`src/rtl/ras_predecode_pkg.sv`:
```
// Shared types for the RAS pre-decoder: RISC-V opcode / RVC funct fields,
// the control-flow class struct, the tracking FSM states and a link helper.
package ras_predecode_pkg;

  localparam logic [6:0] OP_JAL    = 7'b1101111;
  localparam logic [6:0] OP_JALR   = 7'b1100111;
  localparam logic [6:0] OP_BRANCH = 7'b1100011;
  localparam logic [2:0] F3_JALR   = 3'b000;

  localparam logic [1:0] Q_RV32    = 2'b11;
  localparam logic [1:0] C_Q1      = 2'b01;
  localparam logic [1:0] C_Q2      = 2'b10;
  localparam logic [2:0] C1_JAL    = 3'b001;
  localparam logic [2:0] C1_J      = 3'b101;
  localparam logic [2:0] C1_BEQZ   = 3'b110;
  localparam logic [2:0] C1_BNEZ   = 3'b111;
  localparam logic [2:0] C2_JR     = 3'b100;

  typedef struct packed {
    logic push;
    logic pop;
    logic snapshot;
    logic is_return;
  } cf_class_t;

  typedef enum logic [1:0] {
    ST_NORMAL,
    ST_FULL,
    ST_FLUSH
  } state_t;

  // x1 (ra) and x5 (t0) are the ABI link registers.
  function automatic logic is_link(input logic [4:0] r);
    return (r == 5'd1) || (r == 5'd5);
  endfunction

endpackage

```
`src/rtl/ras_predecode_if.sv`:
```
// Fetch-side handshake plus the RAS command bus driven by ras_predecode.
// master: fetch stage / environment view; slave: the pre-decoder view.
interface ras_predecode_if #(
  parameter int unsigned PC_W = 32
);
  logic            fetch_valid;
  logic            fetch_ready;
  logic [PC_W-1:0] fetch_pc;
  logic [31:0]     fetch_instr;
  logic            ras_push;
  logic            ras_pop;
  logic [PC_W-1:0] ras_new_addr;
  logic            ras_branch_fetched;
  logic            ras_branch_retired;
  logic            pred_return;

  modport master (
    output fetch_valid, fetch_pc, fetch_instr,
    input  fetch_ready, ras_push, ras_pop, ras_new_addr,
           ras_branch_fetched, ras_branch_retired, pred_return
  );

  modport slave (
    input  fetch_valid, fetch_pc, fetch_instr,
    output fetch_ready, ras_push, ras_pop, ras_new_addr,
           ras_branch_fetched, ras_branch_retired, pred_return
  );
endinterface

```
`src/rtl/ras_predecode_link_classify.sv`:
```
// Combinational instruction -> cf_class_t decoder (module ras_link_classify).
// Compressed decode is built only with RAS_PREDECODE_RVC_EN defined.
module ras_link_classify
  import ras_predecode_pkg::*;
(
  input  logic [31:0] instr,
  output cf_class_t   cls
);

  logic [4:0] rd;
  logic [4:0] rs1;
  logic       rd_link;
  logic       rs1_link;
  logic       unused_bits;

  assign rd          = instr[11:7];
  assign rs1         = instr[19:15];
  assign rd_link     = is_link(rd);
  assign rs1_link    = is_link(rs1);
  assign unused_bits = ^instr[31:20];

  // Decode push/pop/snapshot from opcode and link-register usage.
  always_comb begin
    cls = '0;
    if (instr[1:0] == Q_RV32) begin
      case (instr[6:0])
        OP_JAL: begin
          cls.snapshot = 1'b1;
          cls.push     = rd_link;
        end
        OP_JALR: begin
          if (instr[14:12] == F3_JALR) begin
            cls.snapshot = 1'b1;
            cls.push     = rd_link;
            // Pop when rs1 is a link reg, except the same-reg push-only case.
            cls.pop      = rs1_link && !(rd_link && (rd == rs1));
          end
        end
        OP_BRANCH: cls.snapshot = 1'b1;
        default: ;
      endcase
    end
`ifdef RAS_PREDECODE_RVC_EN
    else if (instr[1:0] == C_Q1) begin
      case (instr[15:13])
        C1_JAL: begin
          cls.snapshot = 1'b1;
          cls.push     = 1'b1;
        end
        C1_J, C1_BEQZ, C1_BNEZ: cls.snapshot = 1'b1;
        default: ;
      endcase
    end else if (instr[1:0] == C_Q2 && instr[15:13] == C2_JR &&
                 instr[6:2] == 5'd0 && instr[11:7] != 5'd0) begin
      cls.snapshot = 1'b1;
      if (instr[12]) begin
        cls.push = 1'b1;
        cls.pop  = (instr[11:7] == 5'd5);
      end else begin
        cls.pop  = is_link(instr[11:7]);
      end
    end
`endif
    cls.is_return = cls.pop;
  end

endmodule

```
`src/rtl/ras_predecode.sv`:
```
// Fetch-stage control-flow pre-decoder driving the RAS: one register stage
// of push/pop/snapshot strobes, in-flight tracking and fetch back-pressure.
// Optional macro: RAS_PREDECODE_RVC_EN enables compressed decode (+2 link).
module ras_predecode
  import ras_predecode_pkg::*;
#(
  parameter int unsigned MAX_IDS = 8,
  parameter int unsigned PC_W    = 32,
  localparam int unsigned CNT_W  = $clog2(MAX_IDS + 1)
) (
  input  logic             clk,
  input  logic             rst_n,
  ras_predecode_if.slave   bus,
  input  logic             gc_fetch_flush,
  input  logic             cf_retire,
  output logic [CNT_W-1:0] outstanding
);

  cf_class_t       cls;
  state_t          state_q, state_d;
  logic            compressed;
  logic [PC_W-1:0] step;
  logic            accept;
  logic            push_q, pop_q, snap_q, ret_q;
  logic [PC_W-1:0] addr_q;
  logic            fetched, retired;
  logic [CNT_W-1:0] count_d;
  logic [CNT_W:0]  occupancy;

  ras_link_classify u_classify (
    .instr (bus.fetch_instr),
    .cls   (cls)
  );

`ifdef RAS_PREDECODE_RVC_EN
  assign compressed = (bus.fetch_instr[1:0] != Q_RV32);
`else
  assign compressed = 1'b0;
`endif
  assign step   = compressed ? PC_W'(2) : PC_W'(4);
  assign accept = bus.fetch_valid & bus.fetch_ready & ~gc_fetch_flush;

  // Flush masks the already-registered strobes and blocks the load, so the
  // stage stays quiet in the flush cycle and the one after it.
  assign fetched = snap_q & ~gc_fetch_flush;
  assign retired = cf_retire & (outstanding != '0) & ~gc_fetch_flush;

  assign bus.ras_push           = push_q & ~gc_fetch_flush;
  assign bus.ras_pop            = pop_q & ~gc_fetch_flush;
  assign bus.pred_return        = ret_q & ~gc_fetch_flush;
  assign bus.ras_branch_fetched = fetched;
  assign bus.ras_branch_retired = retired;
  assign bus.ras_new_addr       = addr_q;
  assign bus.fetch_ready        = (state_q == ST_NORMAL);

  // Single register stage between acceptance and the RAS strobes.
  always_ff @(posedge clk or negedge rst_n) begin
    if (!rst_n) begin
      push_q <= 1'b0;
      pop_q  <= 1'b0;
      snap_q <= 1'b0;
      ret_q  <= 1'b0;
      addr_q <= '0;
    end else begin
      push_q <= accept & cls.push;
      pop_q  <= accept & cls.pop;
      snap_q <= accept & cls.snapshot;
      ret_q  <= accept & cls.is_return;
      if (accept) addr_q <= bus.fetch_pc + step;
    end
  end

  // Next in-flight count; flush mirrors the RAS snapshot FIFO reset.
  always_comb begin
    count_d = outstanding;
    if (gc_fetch_flush)        count_d = '0;
    else if (fetched && !retired) count_d = outstanding + CNT_W'(1);
    else if (!fetched && retired) count_d = outstanding - CNT_W'(1);
  end

  // Occupancy includes the snapshot being accepted now so FULL blocks the
  // very next fetch rather than one cycle late.
  assign occupancy = {1'b0, count_d} + (CNT_W+1)'(accept & cls.snapshot);

  // State and counter registers.
  always_ff @(posedge clk or negedge rst_n) begin
    if (!rst_n) begin
      state_q     <= ST_NORMAL;
      outstanding <= '0;
    end else begin
      state_q     <= state_d;
      outstanding <= count_d;
    end
  end

  // Back-pressure FSM next-state.
  always_comb begin
    state_d = state_q;
    case (state_q)
      ST_NORMAL: if (occupancy == (CNT_W+1)'(MAX_IDS)) state_d = ST_FULL;
      ST_FULL:   if (retired) state_d = ST_NORMAL;
      ST_FLUSH:  state_d = ST_NORMAL;
      default:   state_d = ST_NORMAL;
    endcase
    if (gc_fetch_flush) state_d = ST_FLUSH;
  end

  a_no_overflow : assert property (@(posedge clk) disable iff (!rst_n)
    !(bus.ras_branch_fetched && !bus.ras_branch_retired &&
      outstanding == CNT_W'(MAX_IDS)));

endmodule

```
`src/flat_wrapper.sv`:
```
// flat-port wrapper written by rule: the top's interface ports become plain ports
module ras_predecode_flat import ras_predecode_pkg::*;
#(
  parameter int unsigned MAX_IDS = 8,
  parameter int unsigned PC_W    = 32,
  localparam int unsigned CNT_W  = $clog2(MAX_IDS + 1)
)
  (clk, rst_n, gc_fetch_flush, cf_retire, outstanding, bus_fetch_valid, bus_fetch_pc, bus_fetch_instr, bus_fetch_ready, bus_ras_push, bus_ras_pop, bus_ras_new_addr, bus_ras_branch_fetched, bus_ras_branch_retired, bus_pred_return);
  ras_predecode_if #(.PC_W(PC_W)) bus_i ();
  input  logic clk;
  input  logic rst_n;
  input  logic gc_fetch_flush;
  input  logic cf_retire;
  output logic [CNT_W-1:0] outstanding;
  input wire logic [$bits(bus_i.fetch_valid)-1:0] bus_fetch_valid;
  input wire logic [$bits(bus_i.fetch_pc)-1:0] bus_fetch_pc;
  input wire logic [$bits(bus_i.fetch_instr)-1:0] bus_fetch_instr;
  output wire logic [$bits(bus_i.fetch_ready)-1:0] bus_fetch_ready;
  output wire logic [$bits(bus_i.ras_push)-1:0] bus_ras_push;
  output wire logic [$bits(bus_i.ras_pop)-1:0] bus_ras_pop;
  output wire logic [$bits(bus_i.ras_new_addr)-1:0] bus_ras_new_addr;
  output wire logic [$bits(bus_i.ras_branch_fetched)-1:0] bus_ras_branch_fetched;
  output wire logic [$bits(bus_i.ras_branch_retired)-1:0] bus_ras_branch_retired;
  output wire logic [$bits(bus_i.pred_return)-1:0] bus_pred_return;
  assign bus_i.fetch_valid = bus_fetch_valid;
  assign bus_i.fetch_pc = bus_fetch_pc;
  assign bus_i.fetch_instr = bus_fetch_instr;
  assign bus_fetch_ready = bus_i.fetch_ready;
  assign bus_ras_push = bus_i.ras_push;
  assign bus_ras_pop = bus_i.ras_pop;
  assign bus_ras_new_addr = bus_i.ras_new_addr;
  assign bus_ras_branch_fetched = bus_i.ras_branch_fetched;
  assign bus_ras_branch_retired = bus_i.ras_branch_retired;
  assign bus_pred_return = bus_i.pred_return;
  ras_predecode #(.MAX_IDS(MAX_IDS), .PC_W(PC_W)) u_core (.clk(clk), .rst_n(rst_n), .bus(bus_i), .gc_fetch_flush(gc_fetch_flush), .cf_retire(cf_retire), .outstanding(outstanding));
endmodule
```
`config.mk`:
```
export PLATFORM = sky130hd
export DESIGN_NAME = ras_predecode_flat
export DESIGN_NICKNAME = d
export VERILOG_FILES = /design/src/rtl/ras_predecode_pkg.sv /design/src/rtl/ras_predecode_if.sv /design/src/rtl/ras_predecode_link_classify.sv /design/src/rtl/ras_predecode.sv /design/src/flat_wrapper.sv
export SDC_FILE = /design/constraint.sdc
export NUM_CORES = 1
export LEC_CHECK = 0
export ABC_AREA = 1
export BUFFER_PORTS_ARGS = -buffer_cell sky130_fd_sc_hd__buf_2
export CAP_MARGIN = 25
export CORE_MARGIN = 1.5
export CORE_UTILIZATION = 35
export DETAILED_ROUTE_END_ITERATION = 16
export GPL_ROUTABILITY_DRIVEN = 1
export PLACE_DENSITY = 0.71
export SLEW_MARGIN = 10
export SYNTH_ARGS = -nofsm -noshare
export SYNTH_HDL_FRONTEND = slang
export SYNTH_SLANG_ARGS = --single-unit
```
`constraint.sdc`:
```
create_clock -name clk -period 2.3 [get_ports clk]
set_input_delay 0.46 -clock clk [delete_from_list [all_inputs] [get_ports clk]]
set_output_delay 0.46 -clock clk [all_outputs]
set_load 0.005 [all_outputs]
```
==> results.toml, run 1 <==
[synth]
synth_seq_area_share = 0.3791
ys_top_cells_by_count = "nand2_1, dfrtp_1, inv_1"
netlist_top_cells_area = "dfrtp_1, nand2_1, inv_1"
synth_nets = 442
synthArstFlopShare = 1.000
synth.avg_cell_area_um2 = 7.354
netlist_area_mm2 = 0.002706
synth-edff-count = 0
synthCells = 368
synth_cell_types = 32
synth.most_common_cell = "nand2_1"
yosysWarnings = 0
synthFlopType = "dfrtp_1"
netlist.area_leader.share = 0.3791
synth_area_leader_cell = "dfrtp_1"
ys_ff_latch = 41

[cts]
htreeDepth = 2
cts.path.max_buffers = 2
cts-root-buf = "clkbuf_8"
clkLatencyLatePin_ns = 0.29
clock_sinks = 41
cts_buffers = 5
clkTransAtPathRegs_ns = 0.08
cts_tree = "done"

[floorplan]
die_x_um = 90.94
dieArea_mm2 = 0.008269
ioPinCount = 111
core_mm2 = 0.007370
start_util = 0.3672
rows = 31
die_h_um = 90.94

[critical_path]
crit_arrival_ns = 2.34
crit_required_ns = 2.54
crit_type = "reg -> reg"
reg2regPathDepth = 16
critPathLaunchType = "flop"
ff2ff_setup_slack_ns = 0.20
regToRegStartpoint = "u_core.outstanding[0]"
rr_endpoint = "u_core.state_q[0]"
critical_path_peak_fanout = 5
critPathCaptureType = "flop"

[timing]
grt_setup_unrepaired = "no"
maxSlewHeadroom = 0.6396
fmax_ghz = 0.4755
tightest_slew_ns = 0.5406
period_minus_slack_ns = 2.103
fin_skew_ns = 0.008690
maxSlewViolCount = 0
hold_viol = 0
layout_setup_ws_ns = 0.1972
fin_setup_tns_ns = 0
setup_violations = 0
fin_crit_sh = 0.9143

[outcome]
status = "finished, final reports clean"

[placement]
gp_congestion = 0.8991
post-place-ws_ns = 0.009026
post-dp-hpwl_um = 5768
port_buffers = 98
placed_cell_area_mm2 = 0.003331

[power_and_ir_drop]
p_per_area_mw_per_mm2 = 524.3
p_leak_nw = 1.853
irDropWorstVdd_mv = 0.2411
total_power_mw = 1.815

[route]
drtPass1Iterations = 5
wl_per_cell_um = 12.54
viasPerCell = 4.638
m1WireLength_um = 3319
topRoutingLayerUsed = "met4"
drtIter0Drc = 82
wl_met2_um = 3480
drc = 0
route.met3.wl_um = 294
num_vias = 2667
drt-total-wl_um = 7212
postRouteAntennaNets = 0

[grt]
grt_start_max_net_pins = 46
grt_use_total = 0.1812
first_global_vias = 2674
antenna_found_initial = 0
grt_pass1_wl_um = 12230
grt_overflow = 0

[cells_and_area]
multiInputGateArea_mm2 = 0.001503
final_cell_area_mm2 = 0.003461
final_nets = 551
regArea_mm2 = 0.001026
antenna_cells = 0
fill_cells = 775
layout-drive-gt1-share = 0.3172
syn2layout_area_growth_pct = 27.88

[hold_path]
hp-class = "in -> async"

[run]
drv_cap = 0
-- sequential cells by signal (all words and copies together) (netlist names) --
name and count:
u_core.state_q 2, u_core.bus.ras_new_addr 32, u_core.snap_q 1, u_core.push_q 1, u_core.outstanding 4, u_core.pop_q 1
-- area by class of cell --
cell class / instances / area share
clock buffer: 5 / 0.01988
clock inverter: 1 / 0.001446
inverter: 41 / 0.04447
multi-input combinational: 278 / 0.4342
sequential: 41 / 0.2965
tap: 99 / 0.03579
timing repair buffer: 110 / 0.1678
-- worst max-delay path, stage by stage, from the launching register on --
cell,delay [ns]
dfrtp_1,0.40
inv_2,0.08
ha_2,0.18
nand2_2,0.10
nand2_4,0.12
nand2_4,0.05
nand2_1,0.07
o21ai_0,0.07
a21oi_1,0.18
ha_2,0.21
ha_1,0.16
nand2_1,0.06
nor2_1,0.13
nand3_2,0.09
nand2_1,0.06
nand3_1,0.06
nand2_1,0.05
-- power breakdown --
| part | internal [mW] | switching (mW) | total, mW |
|---|---|---|---|
| Combinational | 0.219 | 0.272 | 0.491 |
| Sequential | 0.825 | 0.0560 | 0.881 |
| Clock | 0.200 | 0.242 | 0.442 |
| Total | 1.24 | 0.570 | 1.81 |
-- stage by stage --
stage | util | hold WS [ns] | cells
6_report | 0.4696 | 0.2236 | 575
5_1_grt | 0.4696 | 0.2618 | 575
4_1_cts | 0.4620 | 0.2519 | 570
3_5_place_dp | 0.4520 | 0.4596 | 564
3_3_place_gp | 0.4520 | 0.4581 | 564
2_1_floorplan | - | 0.1644 | 368
-- how the worst max path moves through the flow --
stage,endpoint,depth (start not counted),startpoint
2_1_floorplan,u_core.state_q[0],16,u_core.outstanding[0]
3_3_place_gp,u_core.state_q[0],16,gc_fetch_flush
3_5_place_dp,u_core.state_q[0],16,gc_fetch_flush
4_1_cts,u_core.state_q[0],16,u_core.outstanding[0]
5_1_grt,u_core.state_q[0],16,u_core.outstanding[0]
6_report,u_core.state_q[0],16,u_core.outstanding[0]
-- metal layers --
layer,GRT usage,vias up
met5,0,-
met4,0.05469,0
met3,0.04188,12
met2,0.3060,69
met1,0.2290,1193
li1,-,1393
-- kinds of logic (layout without fill, tap and decap cells) --
family	after synthesis	after routing	share of synthesized area
adders and majority gates	5	5	0.02312
DFF	41	41	0.3791
buffers and inverters	49	157	0.07258
and+or+nand+nor	228	228	0.3957
AOI/OAI and AO/OA	19	19	0.04531
xor gates and xnor gates	26	26	0.08414
-- cells in the final DEF, fill, tap and decap left out, drive strengths merged, types with 11 or more instances in the layout --
cell   count
o21ai     12
nor2      35
xnor2     15
nor3      14
nand2    136
nand3     22
dfrtp     41
buf      110
inv       41
xor2      11
nand4     11
-- what timing repair did --
item                                    CTS  global route
gates resized for setup                   0             5
hold buffers                              0             0
endpoints found under the setup margin    0             1
setup buffers                             0             5
(Power assumes the default switching activity.)
==> run 2: changes to the inputs <==
CORE_UTILIZATION = 25   (was 35)
PLACE_DENSITY = 0.57   (was 0.71)
==> results.toml, run 2 (synthesized netlist as in run 1, its figures left out) <==
[floorplan]
ioPinCount = 111
start_util = 0.2598
core_mm2 = 0.01042
die_x_um = 107.0
die_h_um = 107.0
rows = 37
dieArea_mm2 = 0.01146

[placement]
port_buffers = 98
post-dp-hpwl_um = 6393
gp_congestion = 0.8719

[timing]
fin_setup_tns_ns = 0
fin_crit_sh = 0.9102
tightest_slew_ns = 0.5379
fmax_ghz = 0.4777
maxSlewViolCount = 0
maxSlewHeadroom = 0.6414
setup_violations = 0
fin_skew_ns = 0.005666
period_minus_slack_ns = 2.094
hold_viol = 0

[cells_and_area]
final_nets = 549
layout_common_cells = "nand2_1, buf_2, dfrtp_1"
final_common_cell = "nand2_1"
layout-drive-gt1-share = 0.3193
largest_reg_flops = 32
fin_util = 0.3366
antenna_cells = 0
syn2layout_area_growth_pct = 29.54

[power_and_ir_drop]
irDropWorstVdd_mv = 0.2548
total_power_mw = 1.838
p_leak_nw = 1.846
p_per_area_mw_per_mm2 = 524.2

[cts]
postCtsHoldBufs = 0
htreeDepth = 2
cts_buffers = 5
clkLatencyLatePin_ns = 0.29
cts.path.max_buffers = 2
clock_sinks = 41
cts-root-buf = "clkbuf_8"
cts_tree = "done"
clkTransAtPathRegs_ns = 0.08

[grt]
antenna_found_initial = 0
first_global_vias = 2628
grt_overflow = 0
grt_start_max_net_pins = 46
grt_use_total = 0.1411
grt_pass1_wl_um = 12800

[critical_path]
rr_endpoint = "u_core.state_q[0]"
crit_arrival_ns = 2.33
crit_required_ns = 2.53
crit_type = "reg -> reg"
crit_end = "u_core.state_q[0]"
cp_cell_sequence = "nor2_1, nand2_1, inv_1, nand2_2, nor2_1, inv_1, o41ai_4, ha_2, ha_2, nand2_1, nor2_2, nand3_2, nand2_1, nand3_1, nand2_1"
ff2ff_setup_slack_ns = 0.21
reg2regPathDepth = 15
critical_path_peak_fanout = 2
critPathCaptureType = "flop"
crit_path_start = "u_core.state_q[1]"
worst_path_largest_cell_delay_ns = 0.38
regToRegStartpoint = "u_core.state_q[1]"
critPathSlowestCell = "dfrtp_1"
cpMostUsedCell = "nand2_1"
critPathLaunchType = "flop"

[route]
wl_per_cell_um = 12.67
viasPerCell = 4.453
drtIter0Drc = 135
drt-total-wl_um = 7755
drc = 0
postRouteAntennaNets = 0
num_vias = 2725
drtPass1Iterations = 4

[run]
drv_cap = 0

[outcome]
status = "finished, final reports clean"

[hold_path]
hp-class = "in -> async"
-- run 2: changes by cell type in the layout (fill, tap and decap cells not counted), sizes merged --
cell,delta
clkinv,+1
clkbuf,+1
buf,-2
-- run 2: layer usage --
metal | track usage | share of wire | vias to the layer above
li1 | - | - | 1388
met3 | 0.02371 | 0.037 | 4
met1 | 0.1807 | 0.45 | 1269
met5 | 0 | 0 | -
met2 | 0.2484 | 0.51 | 64
met4 | 0.02857 | 0.0058 | 0
-- run 2: worst max-delay path, delay by kind of cell (launching register included) --
| kind | cells | cell delay [ns] |
|---|---|---|
| and+or+nand+nor | 10 | 0.81 |
| DFF | 1 | 0.38 |
| buffers and inverters | 2 | 0.18 |
| adders and majority gates | 2 | 0.41 |
| AOI/OAI and AO/OA | 1 | 0.25 |
-- run 2: final cells by class --
cell class              instances  area (um2)
flip-flops and latches         41        1026
inverters                      41       153.9
clock buffers                   6       72.57
repair buffers                108       565.5
well taps                     136       170.2
clock inverters                 2       10.01
multi-input cells             278        1508
fillers                      1136        6910
-- run 2: worst min-delay path by stage --
stage,to,start,depth (start not counted)
2_1_floorplan,u_core.bus.ras_new_addr[0],rst_n,0
3_3_place_gp,u_core.bus.ras_new_addr[24],u_core.bus.ras_new_addr[24],2
3_5_place_dp,u_core.bus.ras_new_addr[28],u_core.bus.ras_new_addr[28],2
4_1_cts,u_core.bus.ras_new_addr[24],rst_n,2
5_1_grt,u_core.bus.ras_new_addr[24],rst_n,2
6_report,u_core.bus.ras_new_addr[24],rst_n,2
-- run 2: where the power goes --
part | switching (mW) | internal [mW]
clock network | 0.254 | 0.211
logic | 0.278 | 0.214
registers | 0.0558 | 0.825
total | 0.587 | 1.25
-- run 2: stage by stage --
step | worst slack (ns) | std cells | hold WS, ns | instance area, um2
6_report | 0.2065 | 612 | 0.2142 | 3506
5_1_grt | -0.03987 | 612 | 0.2493 | 3506
4_1_cts | 0.1135 | 611 | 0.2469 | 3475
3_5_place_dp | 0.05962 | 603 | 0.4637 | 3392
3_3_place_gp | 0.1025 | 603 | 0.4586 | 3392
2_1_floorplan | 0.1794 | 368 | 0.1644 | 2706
-- run 2: what timing repair did --
action                                 in CTS  in global routing
endpoints found under the hold margin       0                  0
setup endpoints to repair                   0                  1
setup buffers                               0                  1
gates resized for setup                     0                  7
==> run 3: changes to the inputs <==
ABC_AREA = default   (was 1)
CORE_MARGIN = 2   (was 1.5)
GPL_TIMING_DRIVEN = 0   (was default)
PLACE_DENSITY = 0.58   (was 0.57)
==> results.toml, run 3 <==
[critical_path]
crit_arrival_ns = 2.51
critPathLaunchType = "flop"
critical_path_peak_fanout = 5
cp_cell_sequence = "inv_1, ha_4, a21o_4, xnor2_2, nor2_2, ha_2, ha_1, nor2_2, nand3b_1, or4_1, nand3_1"
critPathCaptureType = "flop"
crit_required_ns = 2.53
critPathSlowestCell = "or4_1"
crit_cells = 11
cpMostUsedCell = "nor2_2"
crit_type = "reg -> reg"
critPathBufInv = 1
crit_family = "simple AND/OR/NAND/NOR gates"
reg2regPathDepth = 11
worst_path_largest_cell_delay_ns = 0.41

[floorplan]
rows = 35
die_x_um = 101.1
start_util = 0.2563
core_mm2 = 0.009196
die_h_um = 101.1
dieArea_mm2 = 0.01022
ioPinCount = 111

[synth]
synth-edff-count = 0
synthCells = 262
synth.most_common_cell = "nand2_1"
ys_top_cells_by_count = "nand2_1, dfrtp_1, o21ai_0"
yosysWarnings = 0
synth.avg_cell_area_um2 = 8.997
synth_seq_area_share = 0.4352
netlist.area_leader.share = 0.4352
synth_cell_types = 41
synthFlopType = "dfrtp_1"
netlist_area_mm2 = 0.002357
netlist_top_cells_area = "dfrtp_1, xor2_1, nand2_1"
ys_ff_latch = 41
synth_nets = 336
synth_area_leader_cell = "dfrtp_1"
synthArstFlopShare = 1.000

[timing]
fin_hold_ws_ns = 0.1433
maxSlewHeadroom = 0.5483
grt_setup_unrepaired = "yes"
period_minus_slack_ns = 2.278
hold_viol = 0
tightest_slew_ns = 0.6725
fin_skew_ns = 0.003863
setup_violations = 0
fmax_ghz = 0.4390
fin_crit_sh = 0.9905
maxSlewViolCount = 0

[cells_and_area]
syn2layout_area_growth_pct = 39.33
final_nets = 446
layout-drive-gt1-share = 0.3619
fin_util = 0.3571
antenna_cells = 0
stdcell_count = 484
final_cell_area_mm2 = 0.003284
largest_reg_flops = 32
layout_common_cells = "buf_2, nand2_1, dfrtp_1"
final_common_cell = "buf_2"

[cts]
cts_buffers = 5
cts.path.max_buffers = 2
htreeDepth = 2
clkTransAtPathRegs_ns = 0.08
postCtsHoldBufs = 0
clock_sinks = 41
cts_tree = "done"
cts-root-buf = "clkbuf_8"
clkLatencyLatePin_ns = 0.29

[grt]
grt_start_max_net_pins = 42
grt_overflow = 0
antenna_found_initial = 0
first_global_vias = 2112
grt_use_total = 0.1255
grt_pass1_wl_um = 10210

[placement]
place_inst = 471
post-dp-hpwl_um = 4978
placed_cell_area_mm2 = 0.003042
port_buffers = 98
gp_congestion = 0.8138

[power_and_ir_drop]
total_power_mw = 1.944
irDropWorstVdd_mv = 0.3877
p_leak_nw = 1.535
p_per_area_mw_per_mm2 = 591.9

[route]
wl_per_cell_um = 13.13
drc = 0
drt-total-wl_um = 6353
postRouteAntennaNets = 0
num_vias = 2254
drtPass1Iterations = 4
viasPerCell = 4.657
drtIter0Drc = 58

[outcome]
status = "finished, final reports clean"

[hold_path]
hp-class = "in -> async"

[run]
drv_cap = 0
run 3: worst paths after layout:
check / slack [ns] / to / start
min in group clk: 0.35 / u_core.bus.ras_new_addr[0] / bus_fetch_pc[0]
max in group asynchronous: 1.66 / u_core.outstanding[0] / rst_n
worst max-delay path: 0.02 / u_core.state_q[0] / u_core.outstanding[1]
worst min register to register: 0.47 / u_core.bus.ras_new_addr[0] / u_core.bus.ras_new_addr[0]
worst max register to register: 0.02 / u_core.state_q[0] / u_core.outstanding[1]
worst min-delay path: 0.14 / u_core.bus.ras_new_addr[16] / rst_n
run 3: final cells by class:
type | instances | area (um2)
buffer | 12 | 56.30
clock buffer | 5 | 68.82
clock inverter | 3 | 65.06
fill | 992 | 5912
inverter | 4 | 15.01
multi-input combinational | 205 | 1364
sequential | 41 | 1028
tap | 111 | 138.9
timing repair buffer | 103 | 548.0
run 3: worst register-to-register path, cell delays in order (launching register included):
cell,delay [ns]
dfrtp_2,0.36
inv_1,0.06
ha_4,0.18
a21o_4,0.23
xnor2_2,0.14
nor2_2,0.06
ha_2,0.21
ha_1,0.30
nor2_2,0.10
nand3b_1,0.08
or4_1,0.41
nand3_1,0.09
run 3: report_power, final:
group / switching [mW] / leakage (nW) / internal (mW)
clock network: 0.267 / 0.0681 / 0.432
registers: 0.0527 / 0.519 / 0.823
logic: 0.196 / 0.948 / 0.175
run 3: logic make-up (layout without fill, tap and decap cells):
| group | Yosys count | after routing | synth area share |
|---|---|---|---|
| simple gates | 128 | 128 | 0.2882 |
| flops | 41 | 41 | 0.4352 |
| compound gates | 39 | 39 | 0.09554 |
| xor+xnor | 31 | 31 | 0.1152 |
| buf+inv | 16 | 127 | 0.03026 |
| fa+ha+maj | 5 | 5 | 0.02654 |
| mux | 2 | 2 | 0.009023 |
run 3: layer usage:
| metal | part of all wire | up-vias | track usage |
|---|---|---|---|
| li1 | - | 1137 | - |
| met1 | 0.46 | 1062 | 0.1657 |
| met2 | 0.49 | 49 | 0.2099 |
| met3 | 0.049 | 6 | 0.02705 |
| met4 | 0.010 | 0 | 0.03119 |
| met5 | 0 | - | 0 |
run 3: repair_timing:
action | 4_1_cts | 5_1_grt
setup buffers | 4 | 0
hold endpoints to repair | 0 | 0
gates resized for setup | 7 | 5
endpoints found under the setup margin | 1 | 1
pin swaps | 7 | 1
run 3: through the flow:
stage	TNS, ns	setup WS (ns)
detailed placement	-0.3620	-0.3620
global route	-0.1523	-0.1523
finish	0	0.02190
floorplan	0	0.004266
global placement	-0.3425	-0.3425
CTS	0	0.002070
